==> src/rtl/wb_ram_arbiter.sv <==
// Two-master round-robin Wishbone arbiter in front of a single-ported RAM bank, one access per 3 cycles.
// Optional macro WB_RAM_ARBITER_ERR_EN turns out-of-range addresses into error responses instead of aliasing.
module wb_ram_arbiter #(
    parameter int AW = 11
) (
    input  logic        clk,
    input  logic        rst,

    input  logic        m0_cyc_i,
    input  logic        m0_stb_i,
    input  logic        m0_we_i,
    input  logic [31:0] m0_adr_i,
    input  logic [31:0] m0_dat_i,
    input  logic [3:0]  m0_sel_i,
    output logic [31:0] m0_dat_o,
    output logic        m0_ack_o,
    output logic        m0_err_o,

    input  logic        m1_cyc_i,
    input  logic        m1_stb_i,
    input  logic        m1_we_i,
    input  logic [31:0] m1_adr_i,
    input  logic [31:0] m1_dat_i,
    input  logic [3:0]  m1_sel_i,
    output logic [31:0] m1_dat_o,
    output logic        m1_ack_o,
    output logic        m1_err_o,

    output logic [3:0]  ram_we,
    output logic [31:0] ram_din,
    output logic [14:0] ram_waddr,
    output logic [14:0] ram_raddr,
    output logic        ram_bank_select,
    input  logic [31:0] ram_dout
);

    typedef enum logic [1:0] {IDLE, ACCESS, RESP} state_e;

    state_e          state_q, state_d;
    logic            last_q, last_d;
    logic            gnt_q, gnt_d;
    logic [AW-1:0]   adr_q, adr_d;
    logic [31:0]     dat_q, dat_d;
    logic [3:0]      sel_q, sel_d;
    logic            we_q, we_d;
    logic            err_q, err_d;
    logic [3:0]      ram_we_q, ram_we_d;
    logic            bank_q, bank_d;

    logic req0, req1;
    logic oor0, oor1;
    logic unused_adr_bits;

    assign req0 = m0_cyc_i & m0_stb_i;
    assign req1 = m1_cyc_i & m1_stb_i;

`ifdef WB_RAM_ARBITER_ERR_EN
    localparam logic [31:0] OOR_MASK = 32'h0001_ffff & ~((32'h1 << (AW + 2)) - 32'h1);
    assign oor0 = |(m0_adr_i & OOR_MASK);
    assign oor1 = |(m1_adr_i & OOR_MASK);
`else
    assign oor0 = 1'b0;
    assign oor1 = 1'b0;
`endif

    // Only adr[AW+1:2] (and the range bits when enabled) are decoded; the rest is deliberately dropped.
    assign unused_adr_bits = ^{m0_adr_i, m1_adr_i};

    always_comb begin
        // NOTE: every _d gets a default first so no path leaves it unassigned (no latch).
        state_d  = state_q;
        last_d   = last_q;
        gnt_d    = gnt_q;
        adr_d    = adr_q;
        dat_d    = dat_q;
        sel_d    = sel_q;
        we_d     = we_q;
        err_d    = err_q;
        ram_we_d = 4'b0000;
        bank_d   = 1'b0;
        case (state_q)
            IDLE: begin
                if (req0 | req1) begin
                    // NOTE: blocking '=' here, so gnt_d is already the new grant on the next lines.
                    gnt_d    = (req0 & req1) ? ~last_q : req1;
                    last_d   = gnt_d;
                    adr_d    = gnt_d ? m1_adr_i[AW+1:2] : m0_adr_i[AW+1:2];
                    dat_d    = gnt_d ? m1_dat_i : m0_dat_i;
                    sel_d    = gnt_d ? m1_sel_i : m0_sel_i;
                    we_d     = gnt_d ? m1_we_i  : m0_we_i;
                    err_d    = gnt_d ? oor1     : oor0;
                    bank_d   = ~err_d;
                    ram_we_d = (we_d & ~err_d) ? sel_d : 4'b0000;
                    state_d  = ACCESS;
                end
            end
            ACCESS:  state_d = RESP;
            RESP:    state_d = IDLE;
            default: state_d = IDLE;
        endcase
    end

    // NOTE: sequential state uses non-blocking '<=' so all flops update together at the edge.
    always_ff @(posedge clk or posedge rst) begin
        if (rst) begin
            state_q  <= IDLE;
            last_q   <= 1'b1;
            gnt_q    <= 1'b0;
            adr_q    <= '0;
            dat_q    <= '0;
            sel_q    <= '0;
            we_q     <= 1'b0;
            err_q    <= 1'b0;
            ram_we_q <= '0;
            bank_q   <= 1'b0;
        end else begin
            state_q  <= state_d;
            last_q   <= last_d;
            gnt_q    <= gnt_d;
            adr_q    <= adr_d;
            dat_q    <= dat_d;
            sel_q    <= sel_d;
            we_q     <= we_d;
            err_q    <= err_d;
            ram_we_q <= ram_we_d;
            bank_q   <= bank_d;
        end
    end

    assign ram_we          = ram_we_q;
    assign ram_bank_select = bank_q;
    assign ram_din         = dat_q;
    assign ram_waddr       = 15'(adr_q);
    assign ram_raddr       = 15'(adr_q);

    logic in_resp, m0_owns, m1_owns;
    assign in_resp = (state_q == RESP);
    assign m0_owns = in_resp & ~gnt_q;
    assign m1_owns = in_resp &  gnt_q;

    // Ack/err follow the live cyc&stb so a master that abandons its cycle gets no response.
    assign m0_ack_o = m0_owns & req0 & ~err_q;
    assign m1_ack_o = m1_owns & req1 & ~err_q;
    assign m0_dat_o = (m0_owns & ~err_q) ? ram_dout : 32'h0;
    assign m1_dat_o = (m1_owns & ~err_q) ? ram_dout : 32'h0;

`ifdef WB_RAM_ARBITER_ERR_EN
    assign m0_err_o = m0_owns & req0 & err_q;
    assign m1_err_o = m1_owns & req1 & err_q;
`else
    assign m0_err_o = 1'b0;
    assign m1_err_o = 1'b0;
`endif

endmodule
==> config.mk <==
export PLATFORM = sky130hd
export DESIGN_NAME = wb_ram_arbiter
export DESIGN_NICKNAME = d
export VERILOG_FILES = /design/src/rtl/wb_ram_arbiter.sv
export SDC_FILE = /design/constraint.sdc
export NUM_CORES = 1
export LEC_CHECK = 0
export BUFFER_PORTS_ARGS = -buffer_cell sky130_fd_sc_hd__buf_2
export CORE_AREA = 2 2 120 122
export CTS_CLUSTER_DIAMETER = 30
export DETAILED_ROUTE_END_ITERATION = 16
export DIE_AREA = 0 0 122 124
export GPL_TIMING_DRIVEN = 1
export HOLD_SLACK_MARGIN = 0.15
export SYNTH_ARGS = -nofsm -noshare
export SYNTH_HDL_FRONTEND = slang
export SYNTH_SLANG_ARGS = --single-unit
==> constraint.sdc <==
create_clock -name clk -period 4.39 [get_ports clk]
set_input_delay 1.0975 -clock clk [delete_from_list [all_inputs] [get_ports clk]]
set_output_delay 1.0975 -clock clk [all_outputs]
set_load 0.02 [all_outputs]
==> results.ini <==
[status]
status=complete, no violations

[cts]
postCtsSetupBuffers=0
h-tree-depth=2
cts_tree=yes
path_clk_slew_ns=0.07
cts-resized-gates=0
cts_sinks=52
cts_inserted_buffers=5
cts_root_buffer=clkbuf_16
cts_hold_buffers=0
cts.path.max_buffers=2
insertion_delay_ns=0.29

[timing]
min_period_ns=2.96
finalHoldViolations=0
finalSetupTns_ns=0
max_slew_margin_pct=25.6
skew_ns=0.00603
worst_pin_slew_ns=1.11
rsz0062_at_grt=no
worst_hold_slack_ns=0.460
clock.fmax_ghz=0.338
drv_slew=0
fin_crit_sh_pct=67.5
timing.final.setup_violations=0

[die]
dieWidth_um=122
die_h_um=124
dieArea_mm2=0.0151
core-area_mm2=0.0137
start_util_pct=25.7
rows=43
num_io_pins=311

[setup_path]
startpoint=state_q[0]
cp-end-kind=primary output
cp.arrival_ns=1.86
slowest_delay_ns=0.76
cp-start-kind=register
cp_max_fo=33
crit_buf_inv=1
crit_required_ns=3.29
crit_chain=and3b_1, and2_1, buf_2
r2r-start=last_q
cp_top_family=simple AND/OR/NAND/NOR gates
slowest_stage=and3b_1
crit_type=reg -> out

[yosys]
synth_area_per_cell_um2=10.4
synth.most_common_cell=and2_1
ys_ff_latch=52
ys_warn_count=0
synth_seq_area_share_pct=37.0
synth_top_cell_by_area=dfrtp_1
synth_top_cells_by_count=and2_1 (66), dfrtp_1 (51), o21ai_0 (47)
synthCells=340
ys_async_sr_fraction_pct=100
synthDistinctLibCells=27
netlist_top_cells_area=dfrtp_1 (36%), a2bb2oi_2 (17%), and2_1 (12%), a311oi_1 (11%), o21ai_0 (6.7%)
yosysTopAreaCellShare_pct=36.3
synthFlopType=dfrtp_1
synth_edf_count=0
syn_area_mm2=0.00352

[global_routing]
grt.overflow.total=0
first_global_vias=3497
grt_pass1_wl_um=17800
grt.total_usage_pct=14.9
antenna_found_initial=1
grt_max_degree=53

[route]
vias=3648
wl_um=11900
dr.pass1.iters=5
wl_per_cell_um=16.1
drt_iter0_markers=188
ant_nets=0
routed_via_density=4.94
drcViolationCount=0

[final_layout]
final_nets=734
antenna_cells=0
area_growth_pct=38.6
fillers=1395
layout-drive-gt1-share_pct=56.7
utilization_pct=35.6

[power_and_ir_drop]
totalPowerFinal_uw=2110
power_switching_uw=842
seq_power_share_pct=34.4
p_leak_uw=0.00237
power.density_mw_per_mm2=432
power_frac_comb_pct=46.4
clkPwrFrac_pct=19.1
ir_drop_mv=0.210
p_sw_share_pct=40.0
cell_internal_pwr_uw=1260

[place]
gp_congestion=0.780
io_buffers=258
hpwl_um=8890

[hold_path]
hold_class=reg -> reg
hp-start=state_q[1]

[flow_run]
cap_viol_max_count=0

==> cell families (layout without fill, tap and decap cells) <==
| logic type | count (synthesis) | count (layout) | share of synthesized area [%] |
|---|---|---|---|
| simple gates | 80 | 80 | 14.1 |
| buf+inv | 65 | 275 | 11.9 |
| flops | 52 | 52 | 37.0 |
| compound gates | 142 | 142 | 36.8 |
| other cells | 1 | 10 | 0.107 |
==> layout by cell type, fill, tap and decap left out <==
master      instances
and3_1              2
nand2_1             2
dfrtp_1            51
and2_2              1
buf_4               6
o211ai_1            4
nand4_1             4
clkinvlp_4          1
conb_1             10
or2_1               2
clkbuf_16           5
a22oi_2             1
and3b_1             1
inv_1               1
a2bb2oi_1           4
clkbuf_8            1
dfstp_2             1
nor3b_2             1
nor2b_1             1
and2_1             65
clkinv_8            1
clkbuf_1            1
buf_2             258
inv_2               1
a21oi_1             4
a2bb2oi_2          39
nand3_2             1
o21ai_0            47
a311oi_1           43
==> metrics by stage <==
step                area (um^2)  worst slack (ns)  std cells
floorplan                  3550              1.35        349
global placement           4730              1.47        731
detailed placement         4730              1.46        731
CTS                        4880              1.37        739
global route               4880              1.22        739
finish                     4880              1.43        739
==> worst reg2reg max path, stage by stage (launching register included) <==
cell       delay, ns
dfstp_2         0.55
nand3_2         0.74
a311oi_1        0.68
a2bb2oi_2       0.09
==> layer usage <==
metal	wire (um)	share of wire [%]	vias to the layer above	global-route usage (%)
li1	-	-	1678	-
met1	4440	37	1742	16.2
met2	6150	52	209	28.4
met3	1090	9.1	19	3.53
met4	252	2.1	0	4.53
met5	0	0	-	0
==> flip-flops by register name, summed over array words and instances (netlist names) <==
register         count
ram_bank_select      1
adr_q               11
last_q               1
ram_din             32
gnt_q                1
ram_we               4
state_q              2
==> final timing paths <==
| kind | to | slack (ns) | cells after the start |
|---|---|---|---|
| worst max-delay path | m1_dat_o[29] | 1.43 | 3 |
| worst min-delay path | state_q[1] | 0.46 | 1 |
| worst max register to register | adr_q[0] | 2.20 | 3 |
| worst min register to register | state_q[1] | 0.46 | 1 |
| max in group asynchronous | ram_din[31] | 2.61 | 2 |
| min in group asynchronous | ram_din[7] | 1.09 | 2 |
==> power by group through the flow <==
stage / combinational, uW / sequential [uW] / clock, uW
after detailed placement: 991 / 733 / 0
after global routing: 1050 / 744 / 436
after global placement: 982 / 725 / 0
final: 978 / 725 / 403
after CTS: 989 / 727 / 421
after floorplan: 573 / 883 / 0
==> cell type report <==
type,instances,area (um^2),share of cell area (%)
clock buffer,7,143,2.92
clock inverter,1,7.51,0.154
inverter,3,23.8,0.487
multi-input combinational,232,1840,37.7
sequential,52,1300,26.7
tap,180,225,4.62
timing repair buffer,264,1340,27.4
(Power assumes the default switching activity.)
